File: config.mk
export PLATFORM = sky130hd
export DESIGN_NAME = buffer_read_packer
export DESIGN_NICKNAME = d
export VERILOG_FILES = /design/src/rtl/buffer_read_packer.sv
export SDC_FILE = /design/constraint.sdc
export NUM_CORES = 1
export LEC_CHECK = 0
export BUFFER_PORTS_ARGS = -buffer_cell sky130_fd_sc_hd__buf_4
export CORE_ASPECT_RATIO = 0.9
export CORE_MARGIN = 2
export CORE_UTILIZATION = 32
export DETAILED_ROUTE_END_ITERATION = 7
export SLEW_MARGIN = 5
export SYNTH_ARGS = -nofsm -noshare
export SYNTH_HDL_FRONTEND = slang
export SYNTH_SLANG_ARGS = --single-unit
File: constraint.sdc
create_clock -name clk -period 3.6 [get_ports clk]
set_input_delay 0.54 -clock clk [delete_from_list [all_inputs] [get_ports clk]]
set_output_delay 0.54 -clock clk [all_outputs]
set_load 0.1 [all_outputs]
File: src/rtl/buffer_read_packer.sv
// Reads words from the circular-buffer read port one at a time (IDLE/REQ/RELEASE/SETTLE)
// and packs PACK of them into one wide beat presented on a valid/ready output.
module buffer_read_packer #(
    parameter int DATA_WIDTH = 8,
    parameter int PACK       = 4,
    localparam int CW        = $clog2(PACK + 1)
) (
    input  logic                       clk,
    input  logic                       rst,
    input  logic                       en,
    input  logic                       flush,
    input  logic                       buf_empty,
    input  logic                       buf_valid,
    input  logic [DATA_WIDTH-1:0]      buf_data,
    output logic                       read_enable,
    output logic [DATA_WIDTH*PACK-1:0] out_data,
    output logic [CW-1:0]              out_count,
    output logic                       out_valid,
    input  logic                       out_ready,
    output logic                       busy
);

    typedef enum logic [1:0] {
        IDLE    = 2'd0,
        REQ     = 2'd1,
        RELEASE = 2'd2,
        SETTLE  = 2'd3
    } state_t;

    state_t                       state_q, state_d;
    logic                         read_enable_q, read_enable_d;
    logic [DATA_WIDTH-1:0]        lane_q [PACK];
    logic [DATA_WIDTH-1:0]        lane_d [PACK];
    logic [CW-1:0]                count_q, count_d;
    logic                         flush_q, flush_d;
    logic                         out_valid_q, out_valid_d;
    logic [DATA_WIDTH*PACK-1:0]   out_data_q, out_data_d;
    logic [CW-1:0]                out_count_q, out_count_d;

    logic full;
    logic flush_beat;
    logic beat_ready;
    logic out_free;

    always_comb begin
        state_d     = state_q;
        lane_d      = lane_q;
        count_d     = count_q;
        flush_d     = flush_q | flush;
        out_valid_d = out_valid_q;
        out_data_d  = out_data_q;
        out_count_d = out_count_q;

        full       = (count_q == CW'(PACK));
        flush_beat = (state_q == IDLE) && flush_q && (count_q != '0);
        beat_ready = full || flush_beat;
        out_free   = !out_valid_q || out_ready;

        if (out_valid_q && out_ready) begin
            out_valid_d = 1'b0;
        end

        case (state_q)
            IDLE: begin
                // A flush with nothing packed is simply dropped.
                if (flush_q && (count_q == '0)) begin
                    flush_d = flush;
                end else if (en && !buf_empty && !beat_ready && !flush_q) begin
                    state_d = REQ;
                end
            end
            REQ: begin
                if (buf_valid) begin
                    for (int k = 0; k < PACK; k++) begin
                        if (count_q == CW'(k)) begin
                            lane_d[k] = buf_data;
                        end
                    end
                    count_d = count_q + CW'(1);
                    state_d = RELEASE;
                end
            end
            RELEASE: state_d = SETTLE;   // controller still shows valid here
            SETTLE:  state_d = IDLE;     // pointer update, empty flag not yet trusted
            default: state_d = IDLE;
        endcase

        // Capture and transfer never coincide: REQ is only entered with room in the lanes.
        if (beat_ready && out_free) begin
            for (int k = 0; k < PACK; k++) begin
                out_data_d[k*DATA_WIDTH +: DATA_WIDTH] = (CW'(k) < count_q) ? lane_q[k] : '0;
            end
            out_count_d = count_q;
            out_valid_d = 1'b1;
            count_d     = '0;
            flush_d     = 1'b0;
        end

        read_enable_d = (state_d == REQ);
    end

    always_ff @(posedge clk or negedge rst) begin
        if (!rst) begin
            state_q       <= IDLE;
            read_enable_q <= 1'b0;
            for (int k = 0; k < PACK; k++) begin
                lane_q[k] <= '0;
            end
            count_q       <= '0;
            flush_q       <= 1'b0;
            out_valid_q   <= 1'b0;
            out_data_q    <= '0;
            out_count_q   <= '0;
        end else begin
            state_q       <= state_d;
            read_enable_q <= read_enable_d;
            lane_q        <= lane_d;
            count_q       <= count_d;
            flush_q       <= flush_d;
            out_valid_q   <= out_valid_d;
            out_data_q    <= out_data_d;
            out_count_q   <= out_count_d;
        end
    end

    assign read_enable = read_enable_q;
    assign out_data    = out_data_q;
    assign out_count   = out_count_q;
    assign out_valid   = out_valid_q;
    assign busy        = (state_q != IDLE) || (count_q != '0);

endmodule

# After elaboration in Yosys (flattened, before gate mapping)
# Index checks and enable logic that the tools add are counted.
[classes]
n_lt_le_gt_ge = 4
eq_ne = 8
n_addsub = 1
reduce_logical = 27
muxes = 16
bitwise_logic = 1
[op_table]
columns = ["cell", "count"]
rows = [
  ["two-way mux 8 bit", 4],
  ["AND reduction 3 bit", 4],
  ["two-way mux 3 bit", 3],
  ["logical AND 1 bit", 8],
  ["one-hot mux 2 bit (4 select lines)", 1],
  ["nonzero test 2 bit", 4],
  ["equality test 3 x 2 -> 1 bit, second input constant", 2],
  ["less-than comparator 1 x 3 -> 1 bit, first input constant", 2],
  ["less-than comparator 2 x 3 -> 1 bit, first input constant", 2],
  ["two-way mux 2 bit", 3],
  ["two-way mux 1 bit", 5],
  ["equality test 2 x 1 -> 1 bit, second input constant", 2],
  ["equality test 2 bit, second input constant", 2],
  ["zero test 1 bit", 4],
  ["adder 3 x 1 -> 3 bit, second input constant", 1],
  ["equality test 3 x 1 -> 1 bit, second input constant", 1],
  ["equality test 3 bit, second input constant", 1],
  ["zero test 3 bit", 1],
  ["logical OR 1 bit", 3],
  ["nonzero test 3 bit", 1],
  ["zero test 2 bit", 1],
  ["AND reduction 2 bit", 1],
  ["bitwise OR 1 bit", 1],
]
[word_totals]
output_inout_bits = 38
in_bits = 15
elab_cells = 68
reg_bits = 75

# Depth between registers and ports, before layout
# Gate-level depths: netlist (run 1).
[depth]
depth_word = 11
ltp_mapped = 7
ltp_nobuf = 5

# Least setup slack after synthesis (run 1)
# OpenSTA, ideal clock, no wires.
[synth_path]
path_type = "register to output"
from = "register count_q[0]"
to = "output busy"
arrival_time_ns = 1.502
path_stages_with_launch = 4
path_buffers = 0
t_required_ns = 3.060
path_slack_ns = 1.558
path_cell_list = "dfrtp_1 -> inv_1 -> ha_1 -> nand3b_1"
[synth_between]
elab_chain_cells = 2
[synth_rtl]
columns = ["element", "line_no", "source"]
rows = [
  ["from (decl)", "34", "logic [CW-1:0] count_q, count_d;"],
  ["from (signal assigned)", "118", "count_q <= count_d;"],
  ["nonzero test 3 bit", "130", "assign busy = (state_q != IDLE) || (count_q != '0);"],
  ["logical OR 1 bit", "130", ""],
  ["to (decl)", "20", "output logic busy"],
]
# No other way between the ends.

# Worst setup path after layout (run 1)
[layout_path]
from = "register count_q[0]"
to = "register out_count_q[1], in the netlist out_count[1]"
[layout_between]
elab_chain_cells = 4
word_cells_on_any_way = 5
cone_classes = "eq/ne: 1; reduce/logical: 4"
[layout_rtl]
columns = ["element", "line_no", "source"]
rows = [
  ["nonzero test 3 bit", "55", "flush_beat = (state_q == IDLE) && flush_q && (count_q != '0);"],
  ["logical AND 1 bit", "55", ""],
  ["logical OR 1 bit *", "56", "beat_ready = full || flush_beat;"],
  ["logical AND 1 bit *", "89", "if (beat_ready && out_free) begin"],
  ["to (signal assigned)", "122", "out_count_q <= out_count_d;"],
  ["to (decl)", "38", "logic [CW-1:0] out_count_q, out_count_d;"],
]
# Mark *: on every way between the ends. The rest lies on a longest branch, timed or not.
# A chain may end at the register's enable or synchronous reset.

==> summary.txt, run 1 <==
Timing
  • Fin crit period: 2.56 ns
  • Worst max-slew margin expressed relative to the limit: 21.4%
  • Final worst-path cycle share: 71.0%
  • Fin Clk Skew: 0.0158 ns
  • Fmax achieved: 0.391 GHz
  • RSZ-0062 raised after global routing: no
  • Final-report max-slew violation count: 0
  • Total of endpoints with negative setup slack in the final report: 0
  • Final critical-path setup slack: 1.04 ns
  • Fin Setup TNS: 0 ns
  • Hold Violations, Final: 0
  • Worst hold slack across all endpoints: 0.327 ns
  • Transition time at the pin with the least slew margin: 1.18 ns

Finish
  • Post-synthesis to final-layout area growth: 18.9%
  • NumNets Final: 301
  • Post-route standard cell area excluding fillers: 3770 µm²
  • Share of cells above drive strength 1: 36.1%
  • ANT cells: 0

Detailed routing
  • Detailed Route WL: 6.91 mm
  • Residual DRC: 0
  • Detailed-route vias per instance: 4.89
  • Initial DRT Pass Iterations: 4
  • Drt initial violations: 72
  • Final ANT Viol Nets: 0
  • Via count: 2025
  • Wire per inst: 16.7 µm

Floorplan
  • Die H: 98.5 µm
  • Die width: 109 µm
  • Placement Rows: 34
  • CORE AREA: 9660 µm²
  • Initial core utilization: 32.8%
  • Floorplan die area: 10700 µm²
  • Number of I/O pins: 53

Place
  • Hpwl dp: 4.43 mm
  • GP Congestion: 0.691
  • Placed inst area: 3590 µm²
  • Post-Place Worst Slack: 1.05 ns
  • Count of input and output buffers: 52

Critical path
  • Setup crit end: out_count[1]
  • Crit Path Max Fanout: 34
  • Reg-to-reg slack, setup: 1.04 ns
  • Category of the worst setup path capture point: register
  • Worst-case reg-to-reg path depth: 5
  • Crit path launch type: register
  • Critical Path Start: count_q[0]
  • CP required: 3.82 ns
  • Data arrival time of the critical path: 2.78 ns
  • Crit Path Category: register to register
  • Critical R2R Capture: out_count[1]
  • Startpoint of the most critical register-to-register path: count_q[0]

Global routing
  • Antenna violations before repair: 0
  • Global Route met1 Usage: 20.0%
  • Met3 layer usage reported by global route: 2.84%
  • Wire length of the first global-routing pass: 11.2 mm
  • Number of global-route vias before repair: 2116
  • Layer carrying the most global-route usage: met2
  • Pin count of the biggest net entering global routing: 76
  • Global route overflow: 0
  • Total routing resource utilization after global routing: 13.7%
  • Met2 usage: 20.2%

Synthesis
  • Synthesized instance count: 236
  • Share of the synthesized area in the top cell type: 59.2%
  • Most used flip-flop cell after synthesis: sky130_fd_sc_hd__dfrtp_1
  • Area leader, netlist: sky130_fd_sc_hd__dfrtp_1
  • Async set or reset register ratio after synthesis: 100%
  • Net Count, Synth: 254
  • Top cells by area, synth: sky130_fd_sc_hd__dfrtp_1 59%, sky130_fd_sc_hd__o2bb2ai_1 8.8%, sky130_fd_sc_hd__mux2_2 8.5%
  • Number of enable-type register cells in the synthesized netlist: 0
  • Register area share after synthesis: 59.2%
  • Mean post-synth cell area: 13.4 µm²
  • Synth Warn #: 0
  • Flops & latches, synth: 75
  • Post-synth design cell area: 3170 µm²
  • Number of library cell types mapped by synthesis: 32

Clock tree
  • Clock input transition at the sequential cells of the worst setup and hold paths: 0.08 ns
  • Number of gates given a new drive strength after cts: 0
  • Total of hold buffers inserted after clock tree synthesis: 0
  • Inserted Clock Buffers: 9
  • Clk buf depth: 2
  • CTS tree: built
  • Worst skew pair latency: 0.34 ns
  • Number of H-tree branching levels: 3
  • Number of buffers inserted to repair setup after CTS: 0
  • Clock sink count: 75
  • Root Buffer Master: sky130_fd_sc_hd__clkbuf_8

Status
  • Result of the run: finished clean

Run
  • Max Cap Violations: 0

Worst hold path
  • Worst min-delay path category: primary input to asynchronous set/reset pin
-- cell usage in the layout (no fill, tap or decap), types with 2 or more instances in the layout --
cell / n
sky130_fd_sc_hd__inv_1: 3
sky130_fd_sc_hd__nand3_1: 32
sky130_fd_sc_hd__clkinv_4: 2
sky130_fd_sc_hd__dfrtp_1: 75
sky130_fd_sc_hd__or3_1: 2
sky130_fd_sc_hd__ha_1: 3
sky130_fd_sc_hd__buf_4: 53
sky130_fd_sc_hd__nand2_1: 8
sky130_fd_sc_hd__clkbuf_8: 10
sky130_fd_sc_hd__mux2_4: 10
sky130_fd_sc_hd__nand3b_1: 2
sky130_fd_sc_hd__mux2_2: 24
sky130_fd_sc_hd__o21ai_0: 2
sky130_fd_sc_hd__nor2_1: 4
sky130_fd_sc_hd__a21oi_1: 5
sky130_fd_sc_hd__a21o_1: 2
sky130_fd_sc_hd__o2bb2ai_1: 32
sky130_fd_sc_hd__inv_6: 2
sky130_fd_sc_hd__nand2b_1: 2
-- critical path, cell delays in order, from the launching register on --
cell and delay [ns]:
sky130_fd_sc_hd__dfrtp_1 0.41, sky130_fd_sc_hd__inv_1 0.11, sky130_fd_sc_hd__ha_1 0.28, sky130_fd_sc_hd__or4b_4 0.54, sky130_fd_sc_hd__a21o_1 0.62, sky130_fd_sc_hd__mux2_4 0.47
-- cells by family (layout without fill, tap and decap cells) --
family,count (synthesis),count (layout),synth area share [%]
flip-flops,75,75,59.2
AND/OR/NAND/NOR,57,57,9.66
AO/OA/AOI/OAI,45,45,11.4
multiplexers,35,35,13.6
buffers and inverters,20,72,4.77
adder cells (fa/ha/maj),3,3,1.18
XOR/XNOR,1,1,0.276
-- stage by stage --
step / cells / utilization [%]
after floorplan: 236 / -
after global placement: 398 / 37.1
after detailed placement: 398 / 37.1
after CTS: 414 / 39.1
after global routing: 414 / 39.1
final: 414 / 39.1
-- state kept, by name, summed over array words and instances (netlist names) --
| signal | flops |
|---|---|
| out_valid | 1 |
| count_q | 3 |
| lane_q | 32 |
| read_enable | 1 |
| flush_q | 1 |
| out_data | 32 |
| state_q | 2 |
| out_count | 3 |
-- routing by layer --
| metal | part of all wire (%) | wire length, µm |
|---|---|---|
| met3 | 3.7 | 254 |
| met2 | 46 | 3150 |
| met1 | 49 | 3370 |
| met5 | 0 | 0 |
| met4 | 1.8 | 125 |
-- synth_stat cells, types with 3 or more instances --
cell and number:
sky130_fd_sc_hd__buf_6 10, sky130_fd_sc_hd__mux2_4 10, sky130_fd_sc_hd__a21oi_1 5, sky130_fd_sc_hd__o2bb2ai_1 32, sky130_fd_sc_hd__nand3_1 32, sky130_fd_sc_hd__mux2_2 24
sky130_fd_sc_hd__clkbuf_1 5, sky130_fd_sc_hd__inv_1 3, sky130_fd_sc_hd__nor2_1 4, sky130_fd_sc_hd__ha_1 3, sky130_fd_sc_hd__dfrtp_1 75, sky130_fd_sc_hd__nand2_1 8
-- worst min-delay path by stage --
stage | startpoint | to | slack [ns] | depth (start not counted)
floorplan | rst | count_q[0] | 0.24 | 0
global placement | out_data[13] | out_data[13] | 0.49 | 1
detailed placement | out_data[26] | out_data[26] | 0.48 | 1
CTS | rst | out_data[16] | 0.38 | 1
global route | rst | out_count[2] | 0.42 | 1
finish | rst | out_valid | 0.33 | 1
-- area by class of cell --
class                   instances  area, µm²
well taps                     126        158
clock inverters                 6       47.5
inverters                       3       11.3
clock buffers                  10        138
repair buffers                 53        398
flip-flops and latches         75       1880
multi-input cells             141       1140
fillers                       910       5880
Power of run 1 is left out: the tool's default activity adds up to more than one toggle a clock period on the data nets, which glitch-free logic cannot reach.
==> inputs of run 2 (changes only) <==
--- a/config.mk
+++ b/config.mk
@@ -5,6 +5,7 @@
 export SDC_FILE = /design/constraint.sdc
 export NUM_CORES = 1
 export LEC_CHECK = 0
+export ABC_AREA = 1
 export BUFFER_PORTS_ARGS = -buffer_cell sky130_fd_sc_hd__buf_4
 export CORE_ASPECT_RATIO = 0.9
 export CORE_MARGIN = 2
==> constraint.sdc (replaced) <==
create_clock -name clk -period 2.3 [get_ports clk]
set_input_delay 0.345 -clock clk [delete_from_list [all_inputs] [get_ports clk]]
set_output_delay 0.345 -clock clk [all_outputs]
set_load 0.1 [all_outputs]
==> run 2 against run 1 <==
Compared with the run above: first-iteration DRC count rose by 130%; worst setup slack got worse by 0.62 ns; critical path depth fell by 2; highest routed layer unchanged; critical endpoint is now busy.
==> summary.txt, run 2 <==
Global routing
  • Wire length of the first global-routing pass: 13.1 mm (was 11.2 mm)
  • Pin count of the biggest net entering global routing: 49 (was 76)
  • Number of global-route vias before repair: 2645 (was 2116)
  • Total routing resource utilization after global routing: 14.8% (was 13.7%)
  • Global route overflow: 0 (unchanged)
  • Antenna violations before repair: 0 (unchanged)

Timing
  • Total of endpoints with negative setup slack in the final report: 0 (unchanged)
  • Fin crit period: 1.88 ns
  • Final worst-path cycle share: 81.6%
  • Worst hold slack across all endpoints: 0.0270 ns (was 0.327 ns)
  • Transition time at the pin with the least slew margin: 0.659 ns (was 1.18 ns)
  • Fmax achieved: 0.533 GHz
  • Fin Setup TNS: 0 ns (unchanged)
  • Hold Violations, Final: 0 (unchanged)
  • Final critical-path setup slack: 0.423 ns (was 1.04 ns)
  • Fin Clk Skew: 0.00567 ns (was 0.0158 ns)
  • RSZ-0062 raised after global routing: no (unchanged)
  • Final-report max-slew violation count: 0 (unchanged)
  • Worst max-slew margin expressed relative to the limit: 55.9% (was 21.4%)

Detailed routing
  • Residual DRC: 0 (unchanged)
  • Wire per inst: 13.1 µm (was 16.7 µm)
  • Via count: 2695 (was 2025)
  • Detailed-route vias per instance: 4.56 (was 4.89)
  • Detailed Route WL: 7.76 mm (was 6.91 mm)
  • Initial DRT Pass Iterations: 4 (unchanged)
  • Final ANT Viol Nets: 0 (unchanged)
  • Drt initial violations: 162 (was 72)

Synthesis
  • Number of library cell types mapped by synthesis: 21 (was 32)
  • Synthesized instance count: 403 (was 236)
  • Number of enable-type register cells in the synthesized netlist: 0 (unchanged)
  • Largest family of logic cells by synthesized area: simple AND/OR/NAND/NOR gates (was multiplexers)
  • Simple-gate share of the synthesized area: 30.0% (was 9.66%)
  • Share of synthesized cell area in full adder, half adder and majority cells: 1.13% (was 1.18%)
  • Multiplexer share of the synthesized area: 0% (was 13.6%)
  • Async set or reset register ratio after synthesis: 100% (unchanged)
  • Net Count, Synth: 421 (was 254)
  • Share of the synthesized area in the top cell type: 56.5% (was 59.2%)
  • Most used flip-flop cell after synthesis: sky130_fd_sc_hd__dfrtp_1 (unchanged)
  • Xor/xnor cell area share of the yosys netlist: 0% (was 0.276%)
  • Post-synth design cell area: 3320 µm² (was 3170 µm²)
  • Area leader, netlist: sky130_fd_sc_hd__dfrtp_1 (unchanged)
  • Top cells by area, synth: sky130_fd_sc_hd__dfrtp_1 57%, sky130_fd_sc_hd__nand2_1 18%, sky130_fd_sc_hd__nand3_1 5.6% (was sky130_fd_sc_hd__dfrtp_1 59%, sky130_fd_sc_hd__o2bb2ai_1 8.8%, sky130_fd_sc_hd__mux2_2 8.5%)
  • Compound-cell area share of the yosys netlist: 3.92% (was 11.4%)
  • Flops & latches, synth: 75 (unchanged)
  • Commonest cells in the netlist: 160 x sky130_fd_sc_hd__nand2_1, 75 x sky130_fd_sc_hd__dfrtp_1, 45 x sky130_fd_sc_hd__inv_1, 37 x sky130_fd_sc_hd__nand3_1, 19 x sky130_fd_sc_hd__nor2_1 (was 75 x sky130_fd_sc_hd__dfrtp_1, 32 x sky130_fd_sc_hd__nand3_1, 32 x sky130_fd_sc_hd__o2bb2ai_1, 24 x sky130_fd_sc_hd__mux2_2)
  • Top-count cell post-synth: sky130_fd_sc_hd__nand2_1 (was sky130_fd_sc_hd__dfrtp_1)
  • Mean post-synth cell area: 8.24 µm² (was 13.4 µm²)
  • Synth Warn #: 0 (unchanged)
  • Register area share after synthesis: 56.5% (was 59.2%)

Worst hold path
  • Worst min-delay path category: primary input to asynchronous set/reset pin (unchanged)

Clock tree
  • Inserted Clock Buffers: 9 (unchanged)
  • Number of H-tree branching levels: 3 (unchanged)
  • Number of buffers inserted to repair setup after CTS: 0 (unchanged)
  • CTS tree: built (unchanged)
  • Root Buffer Master: sky130_fd_sc_hd__clkbuf_16 (was sky130_fd_sc_hd__clkbuf_8)
  • Clk buf depth: 2 (unchanged)
  • Number of gates given a new drive strength after cts: 0 (unchanged)
  • Total of hold buffers inserted after clock tree synthesis: 0 (unchanged)
  • Clock sink count: 75 (unchanged)
  • Clock input transition at the sequential cells of the worst setup and hold paths: 0.06 ns (was 0.08 ns)
  • Worst skew pair latency: 0.33 ns (was 0.34 ns)

Critical path
  • Category of the worst setup path capture point: primary output (was register)
  • Worst-case reg-to-reg path depth: 4 (was 5)
  • Crit Path Max Fanout: 15 (was 34)
  • CP required: 1.96 ns (was 3.82 ns)
  • Critical R2R Capture: lane_q[17] (was out_count[1])
  • Crit Path Category: register to primary output (was register to register)
  • Startpoint of the most critical register-to-register path: count_q[2] (was count_q[0])
  • Data arrival time of the critical path: 1.53 ns (was 2.78 ns)
  • Crit path launch type: register (unchanged)
  • Longest individual stage delay on the worst path: 0.65 ns (was 0.62 ns)
  • Cells along the critical path: inv_1 > nand3_1 > buf_4 (was inv_1 > ha_1 > or4b_4 > a21o_1 > mux2_4)
  • Reg-to-reg slack, setup: 0.46 ns (was 1.04 ns)
  • Cell type of the slowest stage on the worst timing path: sky130_fd_sc_hd__dfrtp_1 (was sky130_fd_sc_hd__a21o_1)

Place
  • Count of input and output buffers: 52 (unchanged)
  • Post-Place Worst Slack: 0.454 ns (was 1.05 ns)
  • Hpwl dp: 5.30 mm (was 4.43 mm)
  • Placed inst area: 3860 µm² (was 3590 µm²)
  • GP Congestion: 0.759 (was 0.691)

Status
  • Result of the run: finished clean (unchanged)

Finish
  • Post-synthesis to final-layout area growth: 25.0% (was 18.9%)
  • NumNets Final: 475 (was 301)
  • Commonest cells after routing, fill and taps aside: 160 x sky130_fd_sc_hd__nand2_1, 75 x sky130_fd_sc_hd__dfrtp_1, 59 x sky130_fd_sc_hd__buf_4 (was 75 x sky130_fd_sc_hd__dfrtp_1, 53 x sky130_fd_sc_hd__buf_4, 32 x sky130_fd_sc_hd__nand3_1, 32 x sky130_fd_sc_hd__o2bb2ai_1, 24 x sky130_fd_sc_hd__mux2_2)
  • ANT cells: 0 (unchanged)
  • Filler Cell Count: 1074 (was 910)
  • Post-route standard cell area excluding fillers: 4150 µm² (was 3770 µm²)
  • Share of cells above drive strength 1: 18.4% (was 36.1%)
  • Most common cell after layout, fill and taps aside: sky130_fd_sc_hd__nand2_1 (was sky130_fd_sc_hd__dfrtp_1)

Floorplan
  • Die H: 101 µm (was 98.5 µm)
  • Die width: 111 µm (was 109 µm)
  • Number of I/O pins: 53 (unchanged)
  • Initial core utilization: 32.7% (was 32.8%)
  • Floorplan die area: 11200 µm² (was 10700 µm²)
  • Placement Rows: 35 (was 34)
  • CORE AREA: 10200 µm² (was 9660 µm²)

Run
  • Max Cap Violations: 0 (unchanged)
[run 2: cell count changes after synthesis, sizes merged, moves of 3 or more]
cell,delta
inv,+42
nand3,+7
nand2,+154
buf,+3
o21ai,+14
o2bb2ai,-32
nand4,+10
nor2,+19
mux2,-34
a21oi,+5
[run 2: through the flow]
stage | utilization, % | instances
final | 40.8 | 591
after global routing | 40.8 | 591
after CTS | 40.8 | 591
after detailed placement | 38.0 | 575
after global placement | 38.0 | 575
after floorplan | - | 403
[run 2: how the worst max path moves through the flow]
| stage | slack (ns) | cells after the start | startpoint | to |
|---|---|---|---|---|
| global route | 0.25 | 4 | count_q[2] | lane_q[23] |
| global placement | 0.45 | 4 | count_q[2] | lane_q[23] |
| detailed placement | 0.45 | 4 | count_q[2] | lane_q[19] |
| CTS | 0.39 | 3 | count_q[2] | busy |
| finish | 0.42 | 3 | count_q[2] | busy |
| floorplan | 0.27 | 7 | count_q[0] | flush_q |
[run 2: kinds of logic (layout without fill, tap and decap cells)]
group	after synthesis	in the layout
simple gates	235	235
buf+inv	64	123
flops	75	75
compound gates	26	26
fa+ha+maj	3	3
[run 2: worst max-delay path: cells and delay by family, from the launching register on]
family	cells	cell delay, ns
flops	1	0.65
buf+inv	2	0.42
simple gates	1	0.14
[run 2: layout make-up]
class                      count  area, µm²  share of cell area [%]
sequential                    75       1880                    45.2
multi-input combinational    264       1160                    28.0
timing repair buffer          61        483                    11.6
clock buffer                   9        225                    5.43
inverter                      46        173                    4.16
tap                          129        161                    3.89
clock inverter                 7       68.8                    1.66
[run 2: per-layer routing]
| metal | track usage [%] | part of all wire (%) |
|---|---|---|
| met1 | 20.5 | 47 |
| met2 | 22.9 | 46 |
| met3 | 4.33 | 5.2 |
| met4 | 3.89 | 1.3 |
| met5 | 0 | 0 |
Power of run 2 is left out for the same reason.
==> inputs of run 3 (changes only) <==
==> constraint.sdc (replaced) <==
create_clock -name clk -period 1.6 [get_ports clk]
set_input_delay 0.24 -clock clk [delete_from_list [all_inputs] [get_ports clk]]
set_output_delay 0.24 -clock clk [all_outputs]
set_load 0.1 [all_outputs]
==> run 3 against run 2 <==
Compared with the run above: wire length shrank 1.1%; critical path type unchanged; critical endpoint unchanged; die area unchanged; highest routed layer unchanged; worst setup slack got worse by 0.34 ns; cell count up 1.4%; worst hold slack gained 0.13 ns; cell area up 3.3%; largest cell class unchanged; first-iteration DRC count is 17% lower.
==> summary.txt, run 3 (synthesized netlist as in run 2, its figures left out) <==
Finish
  • Post-route standard cell area excluding fillers: 4290 µm² (was 4150 µm²)
  • Most common cell after layout, fill and taps aside: sky130_fd_sc_hd__nand2_1 (unchanged)
  • Commonest cells after routing, fill and taps aside: 160 x sky130_fd_sc_hd__nand2_1, 74 x sky130_fd_sc_hd__dfrtp_1, 62 x sky130_fd_sc_hd__buf_4 (was 160 x sky130_fd_sc_hd__nand2_1, 75 x sky130_fd_sc_hd__dfrtp_1, 59 x sky130_fd_sc_hd__buf_4)
  • NumNets Final: 483 (was 475)
  • Filler Cell Count: 1056 (was 1074)
  • Post-layout instance count excluding filler cells: 599 (was 591)
  • Share of cells above drive strength 1: 19.6% (was 18.4%)
  • Post-synthesis to final-layout area growth: 29.1% (was 25.0%)
  • ANT cells: 0 (unchanged)

Clock tree
  • Clock input transition at the sequential cells of the worst setup and hold paths: 0.06 ns (about the same)
  • Inserted Clock Buffers: 9 (unchanged)
  • Worst skew pair latency: 0.33 ns (about the same)
  • Clk buf depth: 2 (unchanged)
  • CTS tree: built (unchanged)
  • Number of H-tree branching levels: 3 (unchanged)
  • Number of buffers inserted to repair setup after CTS: 0 (unchanged)
  • Root Buffer Master: sky130_fd_sc_hd__clkbuf_16 (unchanged)
  • Clock sink count: 75 (unchanged)

Floorplan
  • CORE AREA: 10200 µm² (unchanged)
  • Floorplan die area: 11200 µm² (unchanged)
  • Placement Rows: 35 (unchanged)
  • Initial core utilization: 32.7% (unchanged)
  • Die width: 111 µm (unchanged)
  • Number of I/O pins: 53 (unchanged)
  • Die H: 101 µm (unchanged)

Detailed routing
  • Initial DRT Pass Iterations: 4 (unchanged)
  • Drt initial violations: 135 (was 162)
  • Via count: 2728 (was 2695)
  • Wire per inst: 12.8 µm (was 13.1 µm)
  • Detailed-route vias per instance: 4.55 (was 4.56)
  • Detailed Route WL: 7.68 mm (was 7.76 mm)
  • Residual DRC: 0 (unchanged)
  • Final ANT Viol Nets: 0 (unchanged)

Run
  • Max Cap Violations: 0 (unchanged)

Global routing
  • Pin count of the biggest net entering global routing: 46 (was 49)
  • Antenna violations before repair: 0 (unchanged)
  • Number of global-route vias before repair: 2697 (was 2645)
  • Wire length of the first global-routing pass: 13.1 mm (about the same)
  • Global route overflow: 0 (unchanged)
  • Total routing resource utilization after global routing: 14.8% (about the same)

Timing
  • Transition time at the pin with the least slew margin: 0.427 ns (was 0.659 ns)
  • Final worst-path cycle share: 94.7%
  • Final-report max-slew violation count: 0 (unchanged)
  • Fmax achieved: 0.660 GHz
  • Fin Clk Skew: 0.00712 ns (was 0.00567 ns)
  • Fin crit period: 1.52 ns
  • Worst hold slack across all endpoints: 0.159 ns (was 0.0270 ns)
  • Worst max-slew margin expressed relative to the limit: 71.5% (was 55.9%)
  • Hold Violations, Final: 0 (unchanged)
  • Total of endpoints with negative setup slack in the final report: 0 (unchanged)
  • RSZ-0062 raised after global routing: yes (was no)

Critical path
  • Crit path launch type: register (unchanged)
  • Category of the worst setup path capture point: primary output (unchanged)
  • Cells along the critical path: nor2_2 > nand3_4 > buf_12 (was inv_1 > nand3_1 > buf_4)
  • Crit Path Max Fanout: 4 (was 15)
  • Crit Path Category: register to primary output (unchanged)
  • Data arrival time of the critical path: 1.28 ns (was 1.53 ns)
  • CP required: 1.36 ns (was 1.96 ns)
  • Cell type of the slowest stage on the worst timing path: sky130_fd_sc_hd__dfrtp_1 (unchanged)
  • Longest individual stage delay on the worst path: 0.42 ns (was 0.65 ns)

Place
  • Count of input and output buffers: 52 (unchanged)
  • Cell count after placement: 582 (was 575)
  • Placed inst area: 3960 µm² (was 3860 µm²)
  • Hpwl dp: 5.41 mm (was 5.30 mm)
  • GP Congestion: 0.818 (was 0.759)

Status
  • Result of the run: finished clean (unchanged)

Worst hold path
  • Worst min-delay path category: primary input to register (was primary input to asynchronous set/reset pin)
run 3: cell types whose count changed in the layout (fill, tap and decap cells not counted), sizes merged:
cell,change
buf,+7
clkbuf,+5
clkinv,-3
clkinvlp,-2
dlygate4sd3,+1
run 3: stage by stage:
step | utilization [%] | setup WS [ns] | TNS (ns)
CTS | 42.0 | 0.0122 | 0
global placement | 39.0 | 0.194 | 0
finish | 42.2 | 0.0848 | 0
floorplan | - | 0.0127 | 0
global route | 42.2 | -0.00415 | -0.00415
detailed placement | 39.0 | 0.139 | 0
run 3: layer usage:
metal	global-route usage [%]	vias up	routed length (µm)
met1	19.0	1281	3600
met4	5.03	0	92
li1	-	1376	-
met2	24.1	63	3540
met3	4.39	8	451
met5	0	-	0
run 3: area by class of cell:
| cell class | count | area, µm² | area share [%] |
|---|---|---|---|
| Sequential cell | 75 | 1880 | 43.8 |
| Multi-Input combinational cell | 264 | 1190 | 27.7 |
| Clock inverter | 2 | 35.0 | 0.818 |
| Tap cell | 129 | 161 | 3.77 |
| Clock buffer | 14 | 254 | 5.93 |
| Timing Repair Buffer | 69 | 596 | 13.9 |
| Inverter | 46 | 174 | 4.06 |
run 3: worst paths after layout:
path,startpoint,to,slack (ns),depth (start not counted)
hold / removal,buf_data[7],lane_q[7],0.16,3
max in group asynchronous,rst,lane_q[27],0.62,3
setup reg to reg,count_q[0],out_data[22],0.15,9
setup / recovery,state_q[1],busy,0.08,3
min in group asynchronous,rst,out_data[26],0.39,2
hold reg to reg,out_data[8],out_data[8],0.47,2
run 3: timing repair:
item                                   in CTS  in global routing
hold buffers                                1                  0
setup endpoints to repair                   1                  2
pin swaps                                   0                  0
gates resized for setup                     1                  3
endpoints found under the hold margin      30                  0
run 3: critical path, delay by kind of cell, from the launching register on:
family | cells | cell delay (ns)
buffers and inverters | 1 | 0.18
AND/OR/NAND/NOR | 2 | 0.35
flip-flops | 1 | 0.42
Power of run 3 is left out for the same reason.
